File: src/rtl/uart_param_xcvr.sv
// UART transceiver with configurable data width, parity and stop bits, valid/ready
// byte ports and a first-word fall-through RX FIFO carrying per-byte error flags.
module uart_param_xcvr #(
    parameter int CLKS_PER_BIT = 868,
    parameter int DATA_BITS    = 8,
    parameter int PARITY       = 0,
    parameter int STOP_BITS    = 1,
    parameter int FIFO_DEPTH   = 4
) (
    input  logic                 clk_i,
    input  logic                 rst_i,
    input  logic [DATA_BITS-1:0] tx_data_i,
    input  logic                 tx_valid_i,
    output logic                 tx_ready_o,
    output logic                 tx_o,
    input  logic                 rx_i,
    output logic [DATA_BITS-1:0] rx_data_o,
    output logic                 rx_valid_o,
    input  logic                 rx_ready_i,
    output logic                 rx_perr_o,
    output logic                 rx_ferr_o,
    output logic                 rx_ovr_o
);
    localparam int CW = $clog2(CLKS_PER_BIT);
    localparam int AW = $clog2(FIFO_DEPTH);
    localparam int PW = AW + 1;
    localparam int EW = DATA_BITS + 2;
    localparam logic [CW-1:0] BIT_LAST  = CW'(CLKS_PER_BIT - 1);
    localparam logic [CW-1:0] HALF_LAST = CW'(CLKS_PER_BIT / 2 - 1);
    localparam logic [3:0]    DATA_LAST = 4'(DATA_BITS - 1);
    localparam logic [3:0]    STOP_LAST = 4'(STOP_BITS - 1);

    typedef enum logic [2:0] {TX_IDLE, TX_START, TX_DATA, TX_PAR, TX_STOP} tx_state_e;
    typedef enum logic [2:0] {RX_IDLE, RX_START, RX_DATA, RX_PAR, RX_STOP} rx_state_e;

    tx_state_e            tx_state_q, tx_state_d;
    logic [CW-1:0]        tx_cnt_q, tx_cnt_d;
    logic [3:0]           tx_bit_q, tx_bit_d;
    logic [DATA_BITS-1:0] tx_shift_q, tx_shift_d;
    logic                 tx_par_q, tx_par_d;
    logic                 tx_q, tx_d;
    logic                 tx_bit_end;
    logic                 tx_accept;

    // Ready also covers the final cycle of the last stop bit so frames can abut.
    assign tx_bit_end = (tx_cnt_q == BIT_LAST);
    assign tx_ready_o = (tx_state_q == TX_IDLE) ||
                        ((tx_state_q == TX_STOP) && (tx_bit_q == STOP_LAST) && tx_bit_end);
    assign tx_accept  = tx_valid_i && tx_ready_o;
    assign tx_o       = tx_q;

    always_comb begin
        tx_state_d = tx_state_q;
        tx_cnt_d   = tx_bit_end ? '0 : tx_cnt_q + CW'(1);
        tx_bit_d   = tx_bit_q;
        tx_shift_d = tx_shift_q;
        tx_par_d   = tx_par_q;
        tx_d       = tx_q;
        case (tx_state_q)
            TX_IDLE: begin
                tx_cnt_d = '0;
                tx_d     = 1'b1;
            end
            TX_START: begin
                if (tx_bit_end) begin
                    tx_state_d = TX_DATA;
                    tx_bit_d   = '0;
                    tx_d       = tx_shift_q[0];
                end
            end
            TX_DATA: begin
                if (tx_bit_end) begin
                    if (tx_bit_q == DATA_LAST) begin
                        tx_bit_d = '0;
                        if (PARITY != 0) begin
                            tx_state_d = TX_PAR;
                            tx_d       = tx_par_q;
                        end else begin
                            tx_state_d = TX_STOP;
                            tx_d       = 1'b1;
                        end
                    end else begin
                        tx_bit_d   = tx_bit_q + 4'd1;
                        tx_shift_d = tx_shift_q >> 1;
                        tx_d       = tx_shift_q[1];
                    end
                end
            end
            TX_PAR: begin
                if (tx_bit_end) begin
                    tx_state_d = TX_STOP;
                    tx_bit_d   = '0;
                    tx_d       = 1'b1;
                end
            end
            TX_STOP: begin
                if (tx_bit_end) begin
                    if (tx_bit_q == STOP_LAST) begin
                        tx_state_d = TX_IDLE;
                    end else begin
                        tx_bit_d = tx_bit_q + 4'd1;
                    end
                    tx_d = 1'b1;
                end
            end
            default: begin
                tx_state_d = TX_IDLE;
                tx_d       = 1'b1;
            end
        endcase
        if (tx_accept) begin
            tx_state_d = TX_START;
            tx_cnt_d   = '0;
            tx_bit_d   = '0;
            tx_shift_d = tx_data_i;
            tx_par_d   = (PARITY == 1) ? ~^tx_data_i : ^tx_data_i;
            tx_d       = 1'b0;
        end
    end

    always_ff @(posedge clk_i or negedge rst_i) begin
        if (!rst_i) begin
            tx_state_q <= TX_IDLE;
            tx_cnt_q   <= '0;
            tx_bit_q   <= '0;
            tx_shift_q <= '0;
            tx_par_q   <= 1'b0;
            tx_q       <= 1'b1;
        end else begin
            tx_state_q <= tx_state_d;
            tx_cnt_q   <= tx_cnt_d;
            tx_bit_q   <= tx_bit_d;
            tx_shift_q <= tx_shift_d;
            tx_par_q   <= tx_par_d;
            tx_q       <= tx_d;
        end
    end

    rx_state_e            rx_state_q, rx_state_d;
    logic [CW-1:0]        rx_cnt_q, rx_cnt_d;
    logic [3:0]           rx_bit_q, rx_bit_d;
    logic [DATA_BITS-1:0] rx_shift_q, rx_shift_d;
    logic                 rx_perr_q, rx_perr_d;
    logic                 rx_meta_q, rx_sync_q, rx_prev_q;
    logic                 rx_par_exp;
    logic                 fifo_wr;
    logic [EW-1:0]        fifo_wr_entry;

    // rx_i is asynchronous: only rx_sync_q is used past this point.
    always_ff @(posedge clk_i or negedge rst_i) begin
        if (!rst_i) begin
            rx_meta_q <= 1'b1;
            rx_sync_q <= 1'b1;
            rx_prev_q <= 1'b1;
        end else begin
            rx_meta_q <= rx_i;
            rx_sync_q <= rx_meta_q;
            rx_prev_q <= rx_sync_q;
        end
    end

    assign rx_par_exp    = (PARITY == 1) ? ~^rx_shift_q : ^rx_shift_q;
    assign fifo_wr_entry = {rx_perr_q, ~rx_sync_q, rx_shift_q};

    always_comb begin
        rx_state_d = rx_state_q;
        rx_cnt_d   = rx_cnt_q + CW'(1);
        rx_bit_d   = rx_bit_q;
        rx_shift_d = rx_shift_q;
        rx_perr_d  = rx_perr_q;
        fifo_wr    = 1'b0;
        case (rx_state_q)
            RX_IDLE: begin
                rx_cnt_d = '0;
                if (rx_prev_q && !rx_sync_q) begin
                    rx_state_d = RX_START;
                end
            end
            RX_START: begin
                if (rx_cnt_q == HALF_LAST) begin
                    rx_cnt_d = '0;
                    if (rx_sync_q) begin
                        rx_state_d = RX_IDLE;
                    end else begin
                        rx_state_d = RX_DATA;
                        rx_bit_d   = '0;
                        rx_perr_d  = 1'b0;
                    end
                end
            end
            RX_DATA: begin
                if (rx_cnt_q == BIT_LAST) begin
                    rx_cnt_d   = '0;
                    rx_shift_d = {rx_sync_q, rx_shift_q[DATA_BITS-1:1]};
                    if (rx_bit_q == DATA_LAST) begin
                        rx_state_d = (PARITY != 0) ? RX_PAR : RX_STOP;
                    end else begin
                        rx_bit_d = rx_bit_q + 4'd1;
                    end
                end
            end
            RX_PAR: begin
                if (rx_cnt_q == BIT_LAST) begin
                    rx_cnt_d   = '0;
                    rx_perr_d  = rx_sync_q ^ rx_par_exp;
                    rx_state_d = RX_STOP;
                end
            end
            RX_STOP: begin
                if (rx_cnt_q == BIT_LAST) begin
                    rx_cnt_d   = '0;
                    fifo_wr    = 1'b1;
                    rx_state_d = RX_IDLE;
                end
            end
            default: rx_state_d = RX_IDLE;
        endcase
    end

    always_ff @(posedge clk_i or negedge rst_i) begin
        if (!rst_i) begin
            rx_state_q <= RX_IDLE;
            rx_cnt_q   <= '0;
            rx_bit_q   <= '0;
            rx_shift_q <= '0;
            rx_perr_q  <= 1'b0;
        end else begin
            rx_state_q <= rx_state_d;
            rx_cnt_q   <= rx_cnt_d;
            rx_bit_q   <= rx_bit_d;
            rx_shift_q <= rx_shift_d;
            rx_perr_q  <= rx_perr_d;
        end
    end

    logic [EW-1:0] fifo_mem [FIFO_DEPTH];
    logic [EW-1:0] fifo_head;
    logic [PW-1:0] wr_ptr_q, wr_ptr_d, rd_ptr_q, rd_ptr_d;
    logic          ovr_q, ovr_d;
    logic          fifo_empty, fifo_full, fifo_pop, fifo_push;

    assign fifo_empty = (wr_ptr_q == rd_ptr_q);
    assign fifo_full  = (wr_ptr_q[AW] != rd_ptr_q[AW]) &&
                        (wr_ptr_q[AW-1:0] == rd_ptr_q[AW-1:0]);
    assign fifo_pop   = rx_valid_o && rx_ready_i;
    // A pop in the same cycle frees the slot, so a write to a full FIFO still lands.
    assign fifo_push  = fifo_wr && (!fifo_full || fifo_pop);

    always_comb begin
        wr_ptr_d = fifo_push ? wr_ptr_q + PW'(1) : wr_ptr_q;
        rd_ptr_d = fifo_pop  ? rd_ptr_q + PW'(1) : rd_ptr_q;
        ovr_d    = ovr_q || (fifo_wr && fifo_full && !fifo_pop);
    end

    always_ff @(posedge clk_i or negedge rst_i) begin
        if (!rst_i) begin
            wr_ptr_q <= '0;
            rd_ptr_q <= '0;
            ovr_q    <= 1'b0;
        end else begin
            wr_ptr_q <= wr_ptr_d;
            rd_ptr_q <= rd_ptr_d;
            ovr_q    <= ovr_d;
        end
    end

    always_ff @(posedge clk_i) begin
        if (fifo_push) begin
            fifo_mem[wr_ptr_q[AW-1:0]] <= fifo_wr_entry;
        end
    end

    assign fifo_head  = fifo_mem[rd_ptr_q[AW-1:0]];
    assign rx_valid_o = !fifo_empty;
    assign rx_data_o  = rx_valid_o ? fifo_head[DATA_BITS-1:0] : '0;
    assign rx_ferr_o  = rx_valid_o && fifo_head[DATA_BITS];
    assign rx_perr_o  = rx_valid_o && fifo_head[DATA_BITS+1];
    assign rx_ovr_o   = ovr_q;

endmodule

File: config.mk
export PLATFORM = sky130hd
export DESIGN_NAME = uart_param_xcvr
export DESIGN_NICKNAME = d
export VERILOG_FILES = /design/src/rtl/uart_param_xcvr.sv
export SDC_FILE = /design/constraint.sdc
export NUM_CORES = 1
export LEC_CHECK = 0
export CAP_MARGIN = 10
export CORE_MARGIN = 2
export CORE_UTILIZATION = 59
export DETAILED_ROUTE_END_ITERATION = 10
export PLACE_DENSITY = 0.79
export SYNTH_ARGS = -nofsm -noshare
export SYNTH_HDL_FRONTEND = slang
export SYNTH_SLANG_ARGS = --single-unit
File: constraint.sdc
create_clock -name clk_i -period 2.49 [get_ports clk_i]
set_input_delay 0.498 -clock clk_i [delete_from_list [all_inputs] [get_ports clk_i]]
set_output_delay 0.498 -clock clk_i [all_outputs]
set_load 0.02 [all_outputs]
==> impl_results.md, run 1 <==
- Status: finished, final reports clean
- Crit-path cells: inv_1 > ha_1 > or3b_4 > o41ai_4 > and2_4 > buf_6
- First-pass GRT wire length: 14010 um
- Sw Share: 28.57%
- Setup Skew: 15.59 ps
- Largest cells by area after synthesis: dfrtp_1 (31%), edfxtp_1 (25%), mux4_2 (4.7%), xnor2_1 (4.1%), nor2_1 (2.9%)
- Global route hottest layer: met2
- Initial drt markers: 128
- Crit path buf inv count: 2
- Worst hold slack: 103.7 ps
- Largest net degree at the start of global routing: 41
- Synth cell types: 63
- Final setup fails: 0
- Flop2flop setup slack: 280 ps
- N_diodes: 0
- Sequential share of power: 54.1%
- Post-CTS Hold Buffers: 0
- Skew-Pair Late Insertion Delay: 370 ps
- Mapped Avg Cell Area: 12.66 um^2
- Vias: 2931
- IO Pins: 27
- Worst-margin pin slew: 544.3 ps
- Clock-pin transition on the worst setup and hold timing paths: 110 ps
- Grt ovf: 0
- Core ar.: 0.007767 mm^2
- Async S/R FF share, synth: 60.78%
- Arr. time, crit path: 1980 ps
- M3 GR Usage: 4.093%
- Yosys top cell area share: 30.57%
- #FFs+latches synth: 102
- Pint: 2496 uW
- Power Total: 3494 uW
- Fin crit share: 99.45%
- Worst path slowest cell: dfrtp_1
- Stages on worst setup path: 6
- Die Ht: 93.71 um
- Routability cong.: 0.8206
- Area leader, netlist: dfrtp_1
- Sink Count: 102
- Maximum clock path buffer count: 2
- Die area: 0.008782 mm^2
- CP Capture Type: primary output
- Comb pwr share: 16.3%
- Sequential fraction of the synthesis area: 58.08%
- CTS H-tree depth: 3
- Met2 GRT Util: 33.69%
- Max Freq: 403.8 MHz
- Share of post-route cells with drive strength above 1: 20.32%
- CP Max Fanout: 2
- Drt first pass iters: 4
- Chip Width: 93.71 um
- Number of enable flip-flop cells after synthesis: 40
- Worst stage delay on the critical path: 390 ps
- CP top delay family: simple AND/OR/NAND/NOR gates
- Leak Pwr: 0.002382 uW
- Initial Utilization: 61.13%
- Final-report hold violation count: 0
- Min Tclk post-route: 2476 ps
- DRT antenna net count: 0
- Prevailing post-synth register cell: dfrtp_1
- Total track usage: 20.48%
- Via density: 5.479
- NetSw: 998.0 uW
- Mapped Nets: 399
- Remaining DRCs: 0
- Post-Syn Area: 0.004748 mm^2
- Mapped Cells: 375
- Total Routed Length: 8043 um
- Worst r2r src: tx_bit_q[0]
- CTS tree: yes
- Nets@finish: 452
- M1 GR Usage: 28.30%
- Cell Rows: 32
- RSZ-0062 raised after global routing: true
- Critical Path Source Type: flip-flop
- Crit Path Class: reg -> out
- Worst r2r path cells: 9
- Clock root buffer: clkbuf_8
- Reg2reg end: tx_shift_q[0]
- Power per Cell Area: 626.9 mW/mm^2
- Vias in the first global route: 2971
- Maxcap violations: 0
- Num CTS Buffers: 9
- Port bufs: 26
- Max VDD drop: 0.4571 mV
- Worst Hold Class: in -> async
- Synth warn: 0
- Rel. slew slack: 63.71%
- WP data required: 1990 ps
- Per-cell routed wire length: 15.03 um
- Post-Route Utilization: 71.75%
- Final Slew Violations: 0
- DP HPWL: 5516 um
- Clock Power Share: 29.6%
- Initial antenna violation count: 0
- Area grow syn2layout: 17.36%
what timing repair did:
| action | CTS | global route |
|---|---|---|
| cloned | 0 | 0 |
| buffers inserted | 0 | 2 |
| resized for setup | 17 | 11 |
| setup endpoints to repair | 12 | 12 |
| pin swaps | 0 | 2 |
worst register-to-register path, stage by stage, from the launching register on:
cell,delay [ps]
dfrtp_1,390
inv_1,60
ha_1,150
or3b_4,390
o41ai_4,320
buf_4,170
nand3_1,190
buf_4,260
nand3b_1,100
o211ai_1,80
final cells by class:
class                   count  area [um^2]
flip-flops and latches    102         2759
repair buffers             52        524.3
clock inverters             7        81.33
inverters                  17        63.81
multi-input cells         246         1893
well taps                 102        127.6
fillers                   539         2195
clock buffers               9        123.9
sequential cells by signal, indices dropped and copies added, names as in the netlist, 4 cells and up:
signal	count
fifo_mem	40
rx_shift_q	8
tx_shift_q	8
tx_bit_q	4
rx_bit_q	4
tx_cnt_q	10
rx_cnt_q	10
cells in the final DEF, fill, tap and decap left out, drive strengths merged, types with 11 or more instances in the layout:
cell type / Yosys / layout
nand2: 22 / 22
inv: 17 / 20
clkdlybuf4s50: 0 / 13
nand3: 16 / 16
edfxtp: 40 / 40
and2: 15 / 15
nor2: 38 / 38
o21ai: 17 / 17
ha: 11 / 11
buf: 7 / 28
xnor2: 22 / 22
dfrtp: 58 / 58
worst max path at each step:
stage                      from  slack [ps]    endpoint
finish              tx_bit_q[0]          10  tx_ready_o
global route        tx_bit_q[0]         -60  tx_ready_o
CTS                 tx_bit_q[0]        -160  tx_ready_o
detailed placement  tx_bit_q[0]        -110  tx_ready_o
global placement    tx_bit_q[0]         -90  tx_ready_o
floorplan           tx_cnt_q[0]         380  tx_ready_o
synth_stat cells, drive strengths merged, types with 5 or more instances:
library cell  instances
mux2                  9
a21oi                10
and2                 15
o21ai                17
ha                   11
dfrtp                58
xnor2                22
mux2i                 8
nor2                 38
inv                  17
nand3                16
mux4                 10
nand2                22
nor3                  5
xor2                 10
edfxtp               40
buf                   7
logic make-up (layout without fill, tap and decap cells):
group	after synthesis	count (layout)	synth area share, %
adder cells (fa/ha/maj)	11	11	2.899
XOR/XNOR	32	32	5.902
AO/OA/AOI/OAI	41	41	5.666
AND/OR/NAND/NOR	135	135	16.44
multiplexers	27	27	8.564
flip-flops	102	102	58.08
buffers and inverters	27	85	2.451
stage by stage:
stage	std cells	TNS [ps]	worst slack, ps	area [um^2]
2_1_floorplan	375	0	380.9	4748
3_3_place_gp	517	-87.77	-87.77	5334
3_5_place_dp	517	-105.1	-105.1	5334
4_1_cts	533	-158.0	-158.0	5544
5_1_grt	535	-56.38	-56.38	5573
6_report	535	0	13.63	5573
routing by layer:
layer	vias up	share of wire (%)
li1	1428	-
met1	1447	46
met2	48	50
met3	8	3.3
met4	0	0.90
met5	-	0
power groups by stage:
stage	Combinational, uW	Sequential (uW)	Clock (uW)
finish	568	1890	1030
global route	626	1900	1120
CTS	564	1900	1050
detailed placement	562	1930	0
global placement	547	1920	0
floorplan	373	1910	0
Power figures use the tool's default switching activity.
==> run 2, diff against run 1 <==
- SKIP_LAST_GASP: not set -> 1
==> impl_results.md, run 2 (same netlist as run 1, synthesis figures left out) <==
- Status: finished, final reports clean
- Max VDD drop: 0.4573 mV
- Initial antenna violation count: 0
- Share of post-route cells with drive strength above 1: 20.51%
- Final Slew Violations: 0
- Vias in the first global route: 2965
- Post-CTS Hold Buffers: 0
- Final cell count without fillers: 536
- DP HPWL: 5516 um
- RSZ-0062 raised after global routing: true
- Rel. slew slack: 63.65%
- Chip Width: 93.71 um
- N_diodes: 0
- Initial drt markers: 125
- Sink Count: 102
- Crit-path cells: inv_1 > ha_1 > or3b_4 > o41ai_4 > and2_4 > buf_6
- Initial Utilization: 61.13%
- Max Freq: 401.9 MHz
- Leak Pwr: 0.002386 uW
- Worst stage delay on the critical path: 390 ps
- Filler Cell Count: 536
- Clock root buffer: clkbuf_8
- Critical Path Source Type: flip-flop
- Register area: 0.002759 mm^2
- Per-cell routed wire length: 15.08 um
- Setup TNS: 0 ps
- Die area: 0.008782 mm^2
- Remaining DRCs: 0
- Clock-pin transition on the worst setup and hold timing paths: 100 ps
- Port bufs: 26
- Cell Rows: 32
- Total track usage: 20.43%
- CP top delay family: simple AND/OR/NAND/NOR gates
- Worst-margin pin slew: 545.2 ps
- Via density: 5.493
- Arr. time, crit path: 1990 ps
- CP Capture Type: primary output
- Maximum clock path buffer count: 2
- Post-Route Utilization: 71.84%
- Largest net degree at the start of global routing: 41
- Min Tclk post-route: 2488 ps
- Fin crit share: 99.94%
- CP Max Fanout: 2
- Final-report hold violation count: 0
- CTS tree: yes
- Maxcap violations: 0
- Most frequent cells in the layout: dfrtp_1 (57), edfxtp_1 (40), nor2_1 (37), xnor2_1 (22), buf_4 (21)
- Vias: 2944
- Die Ht: 93.71 um
- Crit path buf inv count: 2
- Largest register FFs: 40
- Area grow syn2layout: 17.52%
- Worst path slowest cell: dfrtp_1
- First-pass GRT wire length: 13970 um
- Core ar.: 0.007767 mm^2
- WP data required: 1990 ps
- Nets@finish: 453
- Drt first pass iters: 4
- DRT antenna net count: 0
- Final setup fails: 0
- Routability cong.: 0.8206
- Area taken by multi-input logic gates: 0.001893 mm^2
- Total Routed Length: 8083 um
- CTS H-tree depth: 3
- Power per Cell Area: 626.5 mW/mm^2
- Dpl cells: 517
- Commonest non-fill, non-tap cell in the layout: dfrtp_1
- Crit Path Class: reg -> out
- Worst Hold Class: in -> async
- Setup Skew: 16.54 ps
- IO Pins: 27
- Skew-Pair Late Insertion Delay: 370 ps
- Num CTS Buffers: 9
- Grt ovf: 0
-- run 2: changes by cell type in the layout (fill, tap and decap cells not counted), sizes merged --
| cell | delta |
|---|---|
| buf | +1 |
-- run 2: final cells by class --
class / count / area share, %
multi-input combinational: 246 / 33.92
clock buffer: 9 / 2.220
inverter: 17 / 1.143
sequential: 102 / 49.44
timing repair buffer: 53 / 9.529
tap: 102 / 2.287
clock inverter: 7 / 1.457
-- run 2: power by group --
group	switching (uW)	total (uW)	internal [uW]
Sequential	80.7	1890	1810
Combinational	284	568	284
Clock	635	1040	402
-- run 2: final timing paths --
path                                 endpoint  depth (start not counted)  slack (ps)        start
min in group clk_i                  rx_sync_q                          0         360    rx_meta_q
worst min-delay path            tx_state_q[1]                          1         100        rst_i
worst max register to register  tx_shift_q[0]                         10         200  tx_bit_q[0]
max in group asynchronous           rx_prev_q                          2        1730        rst_i
worst min register to register      rx_sync_q                          0         360    rx_meta_q
worst max-delay path               tx_ready_o                          6           2  tx_bit_q[0]
-- run 2: what timing repair did --
action	in CTS	in global routing
resized for setup	15	13
buffers inserted	0	3
hold endpoints to repair	0	0
pin swaps	0	2
setup endpoints to repair	12	12
-- run 2: routing by layer --
layer	wire length [um]	track usage, %	vias up
li1	-	-	1429
met4	72	5.193	0
met1	3795	28.25	1459
met3	237	4.093	8
met5	0	0	-
met2	3977	33.57	48
-- run 2: through the flow --
stage	total power (uW)	hold WS (ps)	setup slack, ps	cell area, um^2
after floorplan	2282	202.4	380.9	4748
after global routing	3646	134.8	-50.63	5580
after detailed placement	2491	346.9	-105.1	5334
after global placement	2471	347.6	-87.77	5334
final	3496	104.1	1.608	5580
after CTS	3510	114.7	-168.1	5532
